$ cat src/rtl/adder_sum_pipe_pkg.sv
// Shared widths, buffer state encoding and result record for the adder sum pipe.
package adder_sum_pipe_pkg;

    // Operand/sum width and pass-through tag width used by every file of the pipe.
    localparam int LEN_DATA = 32;
    localparam int LEN_TAG  = 4;

    // Buffer occupancy: the state value is the number of held results.
    typedef enum logic [1:0] {
        EMPTY = 2'd0,
        ONE   = 2'd1,
        FULL  = 2'd2
    } occ_e;

    // One buffered result with its tag.
    typedef struct packed {
        logic [LEN_TAG-1:0]  tag;
        logic                zero;
        logic                overflow;
        logic                carry_out;
        logic [LEN_DATA-1:0] sum;
    } result_t;

endpackage

$ cat src/rtl/adder_sum_cell.sv
// Final stage of a prefix adder: turns group generate/propagate prefixes and
// per-bit half-sums into the sum and its flags. Purely combinational.
module adder_sum_cell
    import adder_sum_pipe_pkg::*;
(
    input  logic [LEN_DATA-1:0] g_prefix,
    input  logic [LEN_DATA-1:0] p_prefix,
    input  logic [LEN_DATA-1:0] p_half,
    input  logic                carry_in,
    output logic [LEN_DATA-1:0] sum,
    output logic                carry_out,
    output logic                overflow,
    output logic                zero
);

    logic [LEN_DATA-1:0] carry;

    // Carry into bit i is G[i-1:0] | P[i-1:0]&cin; bit 0 takes cin directly.
    always_comb begin
        carry     = {g_prefix[LEN_DATA-2:0] | (p_prefix[LEN_DATA-2:0] & {(LEN_DATA-1){carry_in}}),
                     carry_in};
        carry_out = g_prefix[LEN_DATA-1] | (p_prefix[LEN_DATA-1] & carry_in);
        sum       = p_half ^ carry;
        overflow  = carry[LEN_DATA-1] ^ carry_out;
        zero      = (sum == '0);
    end

endmodule

$ cat src/rtl/adder_sum_pipe.sv
// Adder sum stage with a 2-entry in-order output buffer. Results are computed
// from the accepted prefix inputs and presented one cycle later; in_ready
// depends only on the registered occupancy, never on out_ready.
module adder_sum_pipe
    import adder_sum_pipe_pkg::*;
(
    input  logic                clk,
    input  logic                rst,
    input  logic                in_valid,
    output logic                in_ready,
    input  logic [LEN_DATA-1:0] g_prefix,
    input  logic [LEN_DATA-1:0] p_prefix,
    input  logic [LEN_DATA-1:0] p_half,
    input  logic                carry_in,
    input  logic [LEN_TAG-1:0]  tag_in,
    output logic                out_valid,
    input  logic                out_ready,
    output logic [LEN_DATA-1:0] sum,
    output logic                carry_out,
    output logic                overflow,
    output logic                zero,
    output logic [LEN_TAG-1:0]  tag_out
);

    occ_e    state_q, state_d;
    logic    wr_ptr_q, wr_ptr_d;
    logic    rd_ptr_q, rd_ptr_d;
    result_t mem_q [2];
    result_t mem_d [2];
    result_t cell_res;
    result_t head;
    logic    push;
    logic    pop;

    adder_sum_cell u_cell (
        .g_prefix  (g_prefix),
        .p_prefix  (p_prefix),
        .p_half    (p_half),
        .carry_in  (carry_in),
        .sum       (cell_res.sum),
        .carry_out (cell_res.carry_out),
        .overflow  (cell_res.overflow),
        .zero      (cell_res.zero)
    );

    assign cell_res.tag = tag_in;

    // Handshakes and outputs: everything visible downstream comes from registers.
    always_comb begin
        in_ready  = (state_q != FULL);
        out_valid = (state_q != EMPTY);
        push      = in_valid & in_ready;
        pop       = out_valid & out_ready;
        head      = mem_q[rd_ptr_q];
        sum       = head.sum;
        carry_out = head.carry_out;
        overflow  = head.overflow;
        zero      = head.zero;
        tag_out   = head.tag;
    end

    // Next occupancy, pointers and storage.
    always_comb begin
        // NOTE: every signal gets a default first so no path leaves it unassigned and no latch is inferred.
        state_d  = state_q;
        wr_ptr_d = wr_ptr_q;
        rd_ptr_d = rd_ptr_q;
        mem_d    = mem_q;
        if (push) begin
            mem_d[wr_ptr_q] = cell_res;
            wr_ptr_d        = wr_ptr_q + 1'b1;
        end
        if (pop) begin
            rd_ptr_d = rd_ptr_q + 1'b1;
        end
        unique case (state_q)
            EMPTY:   if (push) state_d = ONE;
            ONE: begin
                if (push && !pop)      state_d = FULL;
                else if (!push && pop) state_d = EMPTY;
            end
            FULL:    if (pop) state_d = ONE;
            default: state_d = EMPTY;
        endcase
    end

    // State register with synchronous reset; a reset edge drops any transfer.
    always_ff @(posedge clk) begin
        if (rst) begin
            // NOTE: nonblocking assignments so every flop samples pre-edge values regardless of statement order.
            state_q  <= EMPTY;
            wr_ptr_q <= 1'b0;
            rd_ptr_q <= 1'b0;
            // NOTE: storage is only two entries, so it is cleared on reset; outputs read 0 and no stale tag returns.
            mem_q[0] <= '0;
            mem_q[1] <= '0;
        end else begin
            state_q  <= state_d;
            wr_ptr_q <= wr_ptr_d;
            rd_ptr_q <= rd_ptr_d;
            mem_q    <= mem_d;
        end
    end

endmodule

$ cat config.mk
export PLATFORM = sky130hd
export DESIGN_NAME = adder_sum_pipe
export DESIGN_NICKNAME = d
export VERILOG_FILES = /design/src/rtl/adder_sum_pipe_pkg.sv /design/src/rtl/adder_sum_cell.sv /design/src/rtl/adder_sum_pipe.sv
export SDC_FILE = /design/constraint.sdc
export NUM_CORES = 1
export LEC_CHECK = 0
export BUFFER_PORTS_ARGS = -buffer_cell sky130_fd_sc_hd__buf_2
export CAP_MARGIN = 20
export CORE_MARGIN = 2
export CORE_UTILIZATION = 53
export CTS_CLUSTER_DIAMETER = 30
export DETAILED_ROUTE_END_ITERATION = 10
export GPL_TIMING_DRIVEN = 0
export PLACE_DENSITY = 0.95
export SYNTH_ARGS = -nofsm -noshare
export SYNTH_HDL_FRONTEND = slang
export SYNTH_SLANG_ARGS = --single-unit
$ cat constraint.sdc
create_clock -name clk -period 4.95 [get_ports clk]
set_clock_uncertainty 0.1 [all_clocks]
set_input_delay 1.2375 -clock clk [delete_from_list [all_inputs] [get_ports clk]]
set_output_delay 1.2375 -clock clk [all_outputs]
set_load 0.005 [all_outputs]
# Word-level counts from Yosys, hierarchy flattened
# Index checks and enable logic that the tools add are counted.
[word_totals]
regBits = 82
input_bits = 105
out_inout_bits = 41
elab_cells = 54
[op_classes]
n_addsub = 2
magnitude_cmp = 3
n_eq_ne = 6
muxes = 11
bitwise = 10
n_reduce_logical = 9
[op_table]
columns = ["operator", "count"]
rows = [
  ["$mux W39", 4],
  ["$bwmux W78", 1],
  ["$demux W39 S1", 1],
  ["$logic_not A32 Y1", 1],
  ["$xor A32 B32 Y32", 1],
  ["$and A31 B31 Y31", 1],
  ["$or A31 B31 Y31", 1],
  ["$mux W2", 4],
  ["$ne A2 B2 Y1 const B", 3],
  ["$pmux W2 S3", 1],
  ["$ge A2 B2 Y1 const B", 2],
  ["$not A1 Y2", 2],
  ["$and A1 B1 Y1", 3],
  ["$logic_and A1 B1 Y1", 3],
  ["$ne A3 B3 Y1 const B", 1],
  ["$reduce_and A3 Y1", 1],
  ["$add A1 B1 Y1 const B", 2],
  ["$eq A2 B1 Y1 const B", 1],
  ["$eq A2 B2 Y1 const B", 1],
  ["$logic_not A1 Y1", 2],
  ["$logic_not A2 Y1", 1],
  ["$lt A2 B1 Y1 const B", 1],
  ["$reduce_bool A2 Y1", 1],
  ["$or A1 B1 Y1", 1],
  ["$xor A1 B1 Y1", 1],
]

# Depth between registers and ports, before layout
[logic_depth]
ltp_word = 7
mapped_depth = 7
depth_no_buf = 5

# Modules after synthesis
# A second synthesis with hierarchy kept.
[unflattened]
hier_cells = 489
area_unflattened_um2 = 4500.6
[by_module_without_submodules]
columns = ["module", "instances", "cells_per_inst", "area_per_inst_um2", "seq_area_each_um2"]
rows = [
  ["adder_sum_pipe", 1, 409, 3883.7, 1641.6],
  ["adder_sum_cell", 1, 80, 616.8, 0.0],
]

# Least setup slack after synthesis
# Ideal clock, no wire load.
[synth_timing]
kind = "input port to flip-flop"
start = "input port carry_in"
end = "register mem_q[73] in the netlist's numbering"
setup_ns = 0.096
arrival_time_ns = 2.360
required_ns = 4.754
setup_slack_ns = 2.394
cell_stages = 7
n_path_buf = 2
path_cell_list = "buf_6 -> buf_12 -> a21oi_2 -> xnor2_1 -> nor4_2 -> nand4_1 -> o41ai_2"
[synth_via]
elab_chain_cells = 5
[synth_rtl]
columns = ["item", "line", "source"]
rows = [
  ["start: declaration", "adder_sum_pipe.sv:14", "input logic carry_in,"],
  ["$and A31 B31 Y31", "adder_sum_cell.sv:20", "carry = {g_prefix[LEN_DATA-2:0] | (p_prefix[LEN_DATA-2:0] & {(LEN_DATA-1){carry_in}}),"],
  ["$or A31 B31 Y31", "adder_sum_cell.sv:20", ""],
  ["$xor A32 B32 Y32 (*)", "adder_sum_cell.sv:23", "sum = p_half ^ carry;"],
  ["$logic_not A32 Y1 (*)", "adder_sum_cell.sv:25", "zero = (sum == '0);"],
  ["$bwmux W78 (*)", "adder_sum_pipe.sv:70", "mem_d[wr_ptr_q] = cell_res;"],
  ["end signal: assignment", "adder_sum_pipe.sv:101", "mem_q <= mem_d;"],
  ["end: declaration", "adder_sum_pipe.sv:28", "result_t mem_q [2];"],
]
# Mark *: on every way between the ends. The rest lies on a longest branch, timed or not.
# A chain may end at the register's enable or synchronous reset.

# Worst setup path in the final report
[layout_timing]
start = "register rd_ptr_q"
end = "output port overflow"
[layout_via]
elab_chain_cells = 4
[layout_rtl]
columns = ["item", "line", "source"]
rows = [
  ["start: declaration", "adder_sum_pipe.sv:27", "logic rd_ptr_q, rd_ptr_d;"],
  ["start signal: assignment", "adder_sum_pipe.sv:100", "rd_ptr_q <= rd_ptr_d;"],
  ["$not A1 Y2 (implied by the code)", "adder_sum_pipe.sv:54", "head = mem_q[rd_ptr_q];"],
  ["$mux W39 (implied by the code) (3 in series)", "adder_sum_pipe.sv:54", ""],
  ["end: declaration", "adder_sum_pipe.sv:20", "output logic overflow,"],
]
# Every way passes these cells. The select of a mux whose other input is x is not followed.

==> results by group <==
CTS
  • Total CTS buffers: 9
  • Post-CTS sizing: 0
  • H-tree levels: 3
  • Worst-skew pair later-pin latency: 0.36 ns
  • Clock buffer depth: 2
  • Clock sink count: 82
  • Clock root buffer: clkbuf_8
  • Post-CTS setup buffers: 0
  • CTS Hold Bufs: 0
  • Reg clk slew, reported paths: 0.08 ns
  • CTS tree: yes

Logic synthesis
  • Leading area contributor after synthesis: dfxtp_1
  • Ranking of synthesized cells by area: dfxtp_1 (43%), mux2_2 (12%), a22o_1 (8.5%), a21oi_1 (8.0%), nand2_1 (7.8%)
  • Avg Synthesized Cell Area: 9.32 sq um
  • Unique masters post-synth: 33
  • Post-synthesis net count: 512
  • Yosys reg bits: 82
  • Ys Warns: 0
  • Register area share after synthesis: 43.3%
  • Syn Std Cell Area: 0.00379 sq mm
  • Top-area cell type share of the netlist area: 43.3%
  • Cells after synthesis: 407

Route
  • Total wire length: 11300 um
  • Routed Antenna Nets: 0
  • DR vias/cell: 5.65
  • Pre-antenna DRT Iters: 5
  • Post-route DRC: 0
  • Drt initial violations: 239
  • DR vias: 3748
  • WL/cell: 17.1 um

STA
  • Period utilization: 63.9%
  • RSZ-0062 raised after global routing: no
  • Worst-Margin Slew: 0.795 ns
  • Fin Setup TNS: 0 ns
  • Fmax: 316 MHz
  • Final setup margin: 1.79 ns
  • Max-slew headroom: 46.8%
  • Final setup violating endpoints: 0
  • Hold Vio Cnt, Final: 0
  • Max Slew Vio Count: 0
  • Fin crit period: 3.16 ns
  • Hold_ws: 0.357 ns

Floorplanning
  • Die H: 88.6 um
  • Die W: 88.6 um
  • Row count: 30
  • CORE AREA: 0.00687 sq mm
  • Top Ports: 146
  • Die Area: 0.00785 sq mm
  • Starting density of the core: 55.2%

Pwr
  • NetSw: 0.431 mW
  • Register share of total power: 46.0%
  • Total power draw: 1.57 mW
  • Switching Share: 27.5%
  • Cell area power density: 323 mW/mm^2
  • LEAKAGE: 2.14 nW
  • Comb pwr share: 19.7%
  • Pint: 1.14 mW
  • VDD IR max: 0.000201 V
  • Clk pwr share: 34.2%

GRT
  • First-pass GRT wire length: 17000 um
  • Total track usage: 28.6%
  • Number of global-route vias before repair: 3687
  • GR Overflow Total: 0
  • Antenna violations before repair: 0
  • Largest net degree at the start of global routing: 14

Finish
  • Antenna diodes: 0
  • Final Instance Count excl. Fillers: 663
  • Synthesis-to-finish area growth: 27.9%
  • Final #Nets: 667
  • Layout cells sized above 1: 39.7%

Placed design
  • Dpl cells: 647
  • DP Wirelength: 7950 um
  • Final GP Congestion: 0.906
  • Setup WS pre-CTS: 2.02 ns
  • PortBufs: 144

Worst setup path
  • Startpoint types: flop
  • CP required: 3.61 ns
  • CP max FO: 10
  • Critical path class: flop to primary output
  • CP Capture Type: primary output
  • Crit path DAT: 1.83 ns

Hold path
  • Hold WC Path Type: flop to flop

Status
  • Status: finished clean

Run
  • Max Cap Viol: 0
critical path: stages (launching register included):
cell,delay (ns)
dfxtp_1,0.40
buf_1,0.52
mux2_2,0.41
buf_2,0.14
worst paths after layout:
| check | startpoint | end | slack (ns) | depth (start not counted) |
|---|---|---|---|---|
| setup / recovery | rd_ptr_q$_SDFFE_PP0P_ | overflow | 1.79 | 3 |
| hold / removal | mem_q[68]$_SDFFE_PP0P_ | mem_q[68]$_SDFFE_PP0P_ | 0.36 | 2 |
| setup reg to reg | state_q[0]$_SDFFE_PP0P_ | mem_q[7]$_SDFFE_PP0P_ | 2.90 | 5 |
| hold reg to reg | mem_q[68]$_SDFFE_PP0P_ | mem_q[68]$_SDFFE_PP0P_ | 0.36 | 2 |
registers in the layout (all words and copies together) (netlist names):
register / count
mem_q: 78
rd_ptr_q: 1
wr_ptr_q: 1
state_q: 2
layout make-up:
type	count	area, sq um
Fill cell	494	2010
Clock buffer	11	141
Multi-Input combinational cell	296	2000
Clock inverter	5	77.6
Tap cell	96	120
Buffer	29	156
Sequential cell	82	1640
Timing Repair Buffer	144	721
synthesized netlist by cell type (all sizes together):
cell     n
o22a     1
nand3b   2
xor2     2
clkbuf  15
nand2   79
a22o    37
nor2     7
buf     14
mux2    39
o21a     1
a31oi    1
nor3b    1
or2      3
nor3     2
dfxtp   82
o21ai    2
a21oi   70
a211oi   2
a221oi   1
o31ai    1
nand2b   1
nor4     8
mux2i    1
o41ai    1
nand4    2
xnor2   31
nand3    1
per-layer routing:
metal,part of all wire (%),GRT usage (%),vias up
met5,0,0,-
met4,4.2,15.8,0
met3,8.2,4.94,46
met2,49,50.2,214
met1,39,32.9,1741
li1,-,-,1747
cell usage in the layout (no fill, tap or decap), types with 3 or more instances in the layout:
cell type and instances:
xnor2_1 31, buf_2 151, buf_1 3, a21oi_2 8
a22o_1 37, mux2_2 39, a21oi_1 61, nand2_1 79
buf_6 3, nor2_1 7, clkbuf_8 10, dfxtp_1 82
clkbuf_1 16, nor4_1 6, or2_2 3
power groups by stage:
stage	clock network, mW	registers, mW	logic (mW)
final	0.537	0.722	0.309
after global routing	0.558	0.725	0.335
after CTS	0.536	0.721	0.306
after detailed placement	0	0.735	0.301
after global placement	0	0.732	0.291
after floorplan	0	0.729	0.182
logic make-up after synthesis:
group                     count (synthesis)  share of synthesized area, %
AOI/OAI and AO/OA                       117                          21.0
buffers and inverters                    29                          4.12
DFF                                      82                          43.3
muxes                                    40                          11.8
xor gates and xnor gates                 33                          7.62
and+or+nand+nor                         106                          12.2
metrics by stage:
| step | utilization (%) | instance area, sq um |
|---|---|---|
| after global routing | 70.7 | 4850 |
| after detailed placement | 67.5 | 4640 |
| after global placement | 67.5 | 4640 |
| after floorplan | - | 3790 |
| final | 70.7 | 4850 |
| after CTS | 70.7 | 4850 |
Power figures use the tool's default switching activity.
